$ cat src/rtl/is2vid_mode_scheduler.sv
// IS2Vid mode scheduler: assembles control-packet fields, scans the mode bank (entry k decided k+2 cycles after hdr_done),
// and switches the timing generator at a frame boundary via req/ack; header strobes while busy are dropped with a pulse.
module is2vid_mode_scheduler #(
  parameter int NUM_MODES   = 4,
  parameter int WIDTH_BITS  = 16,
  parameter int HEIGHT_BITS = 16
) (
  input  logic                             clk,
  input  logic                             rst,
  input  logic                             hdr_valid,
  input  logic [3:0]                       hdr_sel,
  input  logic [3:0]                       hdr_data,
  input  logic                             hdr_done,
  input  logic [NUM_MODES*WIDTH_BITS-1:0]  mode_width,
  input  logic [NUM_MODES*HEIGHT_BITS-1:0] mode_height,
  input  logic [NUM_MODES-1:0]             mode_interlaced,
  input  logic [NUM_MODES-1:0]             mode_enable,
  input  logic                             tg_frame_end,
  input  logic                             tg_ack,
  output logic                             tg_change_req,
  output logic [3:0]                       tg_mode_idx,
  output logic                             mode_match,
  output logic                             no_match,
  output logic                             hdr_error,
  output logic                             hdr_drop,
  output logic                             busy
);

  typedef enum logic [2:0] {
    S_IDLE    = 3'd0,
    S_SCAN    = 3'd1,
    S_WAIT    = 3'd2,
    S_REQ     = 3'd3,
    S_MATCHED = 3'd4
  } state_t;

  localparam logic [3:0] LAST_IDX = 4'(NUM_MODES - 1);

  state_t      r_state, w_state_nx;
  logic [3:0]  r_idx, w_idx_nx;
  logic [3:0]  r_mode_idx, w_mode_idx_nx;
  logic        r_active_valid, w_active_valid_nx;
  logic        r_no_match, w_no_match_nx;
  logic        r_hdr_error, w_hdr_error_nx;
  logic        r_hdr_drop;
  logic [15:0] r_hdr_w, w_hdr_w_nx;
  logic [15:0] r_hdr_h, w_hdr_h_nx;
  logic        r_ilace, w_ilace_nx;
  logic [8:0]  r_mask, w_mask_nx;
  logic        w_open;
  logic        w_busy;
  logic [15:0] w_hit;
  logic        w_cur_hit;

  assign w_open = (r_state == S_IDLE) || (r_state == S_MATCHED);
  assign w_busy = (r_state == S_SCAN) || (r_state == S_WAIT) || (r_state == S_REQ);

  // Capture path; the next mask is what hdr_done evaluates, so a coincident nibble counts.
  always_comb begin
    w_hdr_w_nx = r_hdr_w;
    w_hdr_h_nx = r_hdr_h;
    w_ilace_nx = r_ilace;
    w_mask_nx  = r_mask;
    if (w_open && hdr_valid) begin
      case (hdr_sel)
        4'd0: begin w_hdr_w_nx[15:12] = hdr_data; w_mask_nx = 9'b0_0000_0001; end
        4'd1: begin w_hdr_w_nx[11:8]  = hdr_data; w_mask_nx[1] = 1'b1; end
        4'd2: begin w_hdr_w_nx[7:4]   = hdr_data; w_mask_nx[2] = 1'b1; end
        4'd3: begin w_hdr_w_nx[3:0]   = hdr_data; w_mask_nx[3] = 1'b1; end
        4'd4: begin w_hdr_h_nx[15:12] = hdr_data; w_mask_nx[4] = 1'b1; end
        4'd5: begin w_hdr_h_nx[11:8]  = hdr_data; w_mask_nx[5] = 1'b1; end
        4'd6: begin w_hdr_h_nx[7:4]   = hdr_data; w_mask_nx[6] = 1'b1; end
        4'd7: begin w_hdr_h_nx[3:0]   = hdr_data; w_mask_nx[7] = 1'b1; end
        4'd8: begin w_ilace_nx        = hdr_data[3]; w_mask_nx[8] = 1'b1; end
        default: ;
      endcase
    end
  end

  // Per-entry match vector padded to 16 so the 4-bit scan index selects cleanly.
  for (genvar k = 0; k < 16; k++) begin : g_hit
    if (k < NUM_MODES) begin : g_ent
      assign w_hit[k] = mode_enable[k] &&
                        (mode_width[k*WIDTH_BITS +: WIDTH_BITS] == r_hdr_w[WIDTH_BITS-1:0]) &&
                        (mode_height[k*HEIGHT_BITS +: HEIGHT_BITS] == r_hdr_h[HEIGHT_BITS-1:0]) &&
                        (mode_interlaced[k] == r_ilace);
    end else begin : g_pad
      assign w_hit[k] = 1'b0;
    end
  end
  assign w_cur_hit = w_hit[r_idx];

  always_comb begin
    w_state_nx        = r_state;
    w_idx_nx          = r_idx;
    w_mode_idx_nx     = r_mode_idx;
    w_active_valid_nx = r_active_valid;
    w_no_match_nx     = 1'b0;
    w_hdr_error_nx    = 1'b0;
    case (r_state)
      S_IDLE, S_MATCHED: begin
        if (hdr_done) begin
          if (&w_mask_nx) begin
            w_state_nx = S_SCAN;
            w_idx_nx   = 4'd0;
          end else begin
            w_hdr_error_nx = 1'b1;
          end
        end
      end
      S_SCAN: begin
        if (w_cur_hit) begin
          if ((r_idx == r_mode_idx) && r_active_valid) begin
            w_state_nx = S_MATCHED;
          end else begin
            w_state_nx    = S_WAIT;
            w_mode_idx_nx = r_idx;
          end
        end else if (r_idx == LAST_IDX) begin
          w_state_nx    = S_IDLE;
          w_no_match_nx = 1'b1;
        end else begin
          w_idx_nx = r_idx + 4'd1;
        end
      end
      S_WAIT: begin
        if (tg_frame_end) w_state_nx = S_REQ;
      end
      S_REQ: begin
        if (tg_ack) begin
          w_state_nx        = S_MATCHED;
          w_active_valid_nx = 1'b1;
        end
      end
      default: w_state_nx = S_IDLE;
    endcase
  end

  always_ff @(posedge clk or posedge rst) begin
    if (rst) begin
      r_state        <= S_IDLE;
      r_idx          <= 4'd0;
      r_mode_idx     <= 4'd0;
      r_active_valid <= 1'b0;
      r_no_match     <= 1'b0;
      r_hdr_error    <= 1'b0;
      r_hdr_drop     <= 1'b0;
      r_hdr_w        <= 16'd0;
      r_hdr_h        <= 16'd0;
      r_ilace        <= 1'b0;
      r_mask         <= 9'd0;
    end else begin
      r_state        <= w_state_nx;
      r_idx          <= w_idx_nx;
      r_mode_idx     <= w_mode_idx_nx;
      r_active_valid <= w_active_valid_nx;
      r_no_match     <= w_no_match_nx;
      r_hdr_error    <= w_hdr_error_nx;
      r_hdr_drop     <= w_busy && (hdr_valid || hdr_done);
      r_hdr_w        <= w_hdr_w_nx;
      r_hdr_h        <= w_hdr_h_nx;
      r_ilace        <= w_ilace_nx;
      r_mask         <= w_mask_nx;
    end
  end

  // Request decoded from state so an async reset removes it without waiting for a clock.
  assign tg_change_req = (r_state == S_REQ);
  assign tg_mode_idx   = r_mode_idx;
  assign mode_match    = (r_state == S_MATCHED);
  assign no_match      = r_no_match;
  assign hdr_error     = r_hdr_error;
  assign hdr_drop      = r_hdr_drop;
  assign busy          = w_busy;

endmodule

$ cat config.mk
export PLATFORM = sky130hd
export DESIGN_NAME = is2vid_mode_scheduler
export DESIGN_NICKNAME = d
export VERILOG_FILES = /design/src/rtl/is2vid_mode_scheduler.sv
export SDC_FILE = /design/constraint.sdc
export NUM_CORES = 1
export LEC_CHECK = 0
export ABC_AREA = 1
export CAP_MARGIN = 20
export CORE_UTILIZATION = 42
export DETAILED_ROUTE_END_ITERATION = 10
export PLACE_DENSITY_LB_ADDON = 0.05
export SETUP_SLACK_MARGIN = 0.4
export SLEW_MARGIN = 20
export SYNTH_ARGS = -nofsm -noshare
export SYNTH_HDL_FRONTEND = slang
export SYNTH_SLANG_ARGS = --single-unit
$ cat constraint.sdc
create_clock -name clk -period 1.8 [get_ports clk]
set_clock_uncertainty 0.05 [all_clocks]
set_input_delay 0.27 -clock clk [delete_from_list [all_inputs] [get_ports clk]]
set_output_delay 0.27 -clock clk [all_outputs]
set_load 0.01 [all_outputs]
==> impl_metrics.yaml <==
yosys:
  synthDistinctLibCells: 30
  synth-edff-count: 0
  yosysSeqAreaShare_pct: 30.78
  synth_fp_nets: 941
  yosysWarnings: 0
  netlist_area_mm2: 0.004634
  synth_seq_cells: 57
  syn_inst: 790
  postSynthAreaPerCell_um2: 5.866
  synth-main-ff-cell: "dfrtp_1"
  async_flop_share_pct: 100.0
grt:
  grt_first_pass_wirelength_mm: 29.99
  grt_usage_pct: 35.41
  grt_max_degree: 58
  grt_antenna_before_repair: 0
  globalRouteOverflowTotal: 0
  grt_pass1_vias: 5703
status:
  status: "finished, violations left"
  violations: "setup timing"
sta:
  tightest_slew_ns: 0.5749
  hold_violations: 0
  max_clock_freq_mhz: 440.2
  setup_viol: 13
  rsz0062_at_grt: "true"
  slew_violations: 0
  setup_ws_ns: -0.4714
  slew_headroom_pct: 61.55
  timing.final.crit_share_pct: 126.2
  finalCriticalPeriod_ns: 2.271
placed_design:
  portBuffers: 159
  place.gp.congestion: 0.9819
  dpl_worst_slack_ns: -0.6691
  dp_cells: 1166
  dpl.hpwl_mm: 15.93
die:
  core-area_mm2: 0.01051
  io_pins: 160
  die_y_um: 107.0
  die_x_um: 107.0
  start_util_pct: 44.10
  rows: 37
  dieArea_mm2: 0.01146
final_layout:
  fin_cells: 1200
  final_cell_mix: "nand2_1, clkdlybuf4s50_1, inv_1, nor2_1, buf_4"
  drive_gt1_share_pct: 25.28
  fin_nets: 1210
  layout_commonest_cell: "nand2_1"
  fillers: 847
  antenna_cells: 0
  syn2layout_area_growth_pct: 70.33
cts:
  clk_latency_ns: 0.37
  cts_tree: "done"
  cts_buffers: 9
  htree_levels: 3
  ctsRootBufferMaster: "clkbuf_8"
  cts.sinks: 57
  clockBufferDepth: 2
  clkTransAtPathRegs_ns: 0.09
drt:
  wl_mm: 21.23
  wl_per_cell_um: 17.69
  via_per_inst: 5.125
  ant_nets: 0
  drt-pass1-iter-count: 5
  drc: 0
  num_vias: 6150
  drtIter0Drc: 550
setup_path:
  endpoint_kind: "register"
  crit_type: "reg2reg"
  r2r_start: "r_state[0]$_DFFE_PP0P_"
  rr_endpoint: "r_idx[1]$_DFFE_PP0P_"
  worstPathMaxFanout: 4
  arrival_ns: 2.47
  r2r_slack_ns: -0.47
  startpoint_type: "register"
  ff2ff_path_depth: 14
  cp.required_ns: 2.00
power:
  ir_drop_v: 0.001033
  power_mw: 10.63
  power_leakage_nw: 4.001
  power_density_mw_per_mm2: 1347
flow_run:
  max_cap_viol_count: 0
hold_path:
  hold_class: "in2async"
-- kinds of logic after synthesis --
group | Yosys count | share of synthesized area [%]
AO/OA/AOI/OAI | 87 | 9.963
XOR/XNOR | 34 | 6.426
adder cells (fa/ha/maj) | 1 | 0.2699
buffers and inverters | 162 | 13.12
flip-flops | 57 | 30.78
AND/OR/NAND/NOR | 449 | 39.44
-- synthesized netlist by cell type, types with 5 or more instances --
cell type    n  area (µm²)
a21oi_1      8       40.04
clkinv_1     5       18.77
dfrtp_1     57        1426
inv_1      119       446.7
inv_2       34       127.6
nand2_1    299        1122
nand3_1     16       80.08
nand4_1     22       137.6
nor2_1      91       341.6
o21ai_0     56       280.3
o21ai_1     11       55.05
o22ai_1      6       37.54
xnor2_1     27       236.5
xor2_1       7       61.31
-- cell type report --
cell class / instances / area, µm² / share of cell area (%)
multi-input cells: 571 / 2977 / 37.71
clock buffers: 9 / 123.9 / 1.569
inverters: 158 / 609.3 / 7.719
clock inverters: 7 / 101.3 / 1.284
well taps: 136 / 170.2 / 2.156
repair buffers: 262 / 2480 / 31.42
flip-flops and latches: 57 / 1433 / 18.15
-- worst max-delay path by stage --
stage | start | to | slack (ns) | depth (start not counted)
finish | r_state[0]$_DFFE_PP0P_ | r_idx[1]$_DFFE_PP0P_ | -0.47 | 14
global route | r_state[0]$_DFFE_PP0P_ | r_idx[1]$_DFFE_PP0P_ | -0.50 | 14
CTS | r_ilace$_DFFE_PP0P_ | r_idx[1]$_DFFE_PP0P_ | -0.31 | 17
detailed placement | mode_height[62] | tg_mode_idx[0]$_DFFE_PP0P_ | -0.67 | 16
global placement | mode_height[62] | tg_mode_idx[0]$_DFFE_PP0P_ | -0.59 | 16
floorplan | r_state[1]$_DFFE_PP0P_ | r_idx[2]$_DFFE_PP0P_ | 0.02 | 14
-- per-stage QoR --
step / cell area, µm² / setup TNS [ns] / hold slack (ns) / util, %
5_1_grt: 7894 / -5.535 / 0.3245 / 75.12
2_1_floorplan: 4743 / 0 / 0.3068 / -
3_5_place_dp: 7111 / -7.222 / 0.4118 / 67.66
4_1_cts: 7481 / -3.309 / 0.2938 / 71.19
3_3_place_gp: 7111 / -6.558 / 0.3870 / 67.66
6_report: 7894 / -4.766 / 0.2824 / 75.12
-- critical path, cell delays in order, from the launching register on --
cell and delay, ns:
dfrtp_1 0.44, nor2_4 0.20, nand2_4 0.11, inv_4 0.09
nand2_4 0.07, nor2_4 0.13, o21ai_0 0.17, nor2_1 0.19
nand3_1 0.16, nand2_2 0.15, inv_2 0.06, nor2_4 0.11
nand3_4 0.11, nand2_1 0.07, nand2_1 0.05
-- registers in the layout, summed over array words and instances (netlist names) --
name and cells:
r_ilace 1, no_match 1, r_hdr_w 16, hdr_drop 1, r_mask 9, tg_mode_idx 4
hdr_error 1, r_idx 4, r_active_valid 1, r_hdr_h 16, r_state 3
-- report_power, final --
part	internal, mW	switching (mW)
logic	3.05	3.35
clock network	0.791	0.632
registers	1.87	0.949
-- per-layer routing --
layer	up-vias	routed length [µm]	track usage, %	part of all wire [%]
met5	-	0	0	0
met4	0	782	13.50	3.7
met3	56	1820	5.957	8.6
met2	319	10100	58.71	48
met1	2836	8530	46.05	40
li1	2939	-	-	-
-- repair_timing --
action                                  4_1_cts  5_1_grt
resized for setup                            72      127
cloned                                        0        1
setup buffers                                 8        9
endpoints found under the setup margin       40       51
pin swaps                                     7       14
hold buffers                                  0        0
Power figures use the tool's default switching activity.
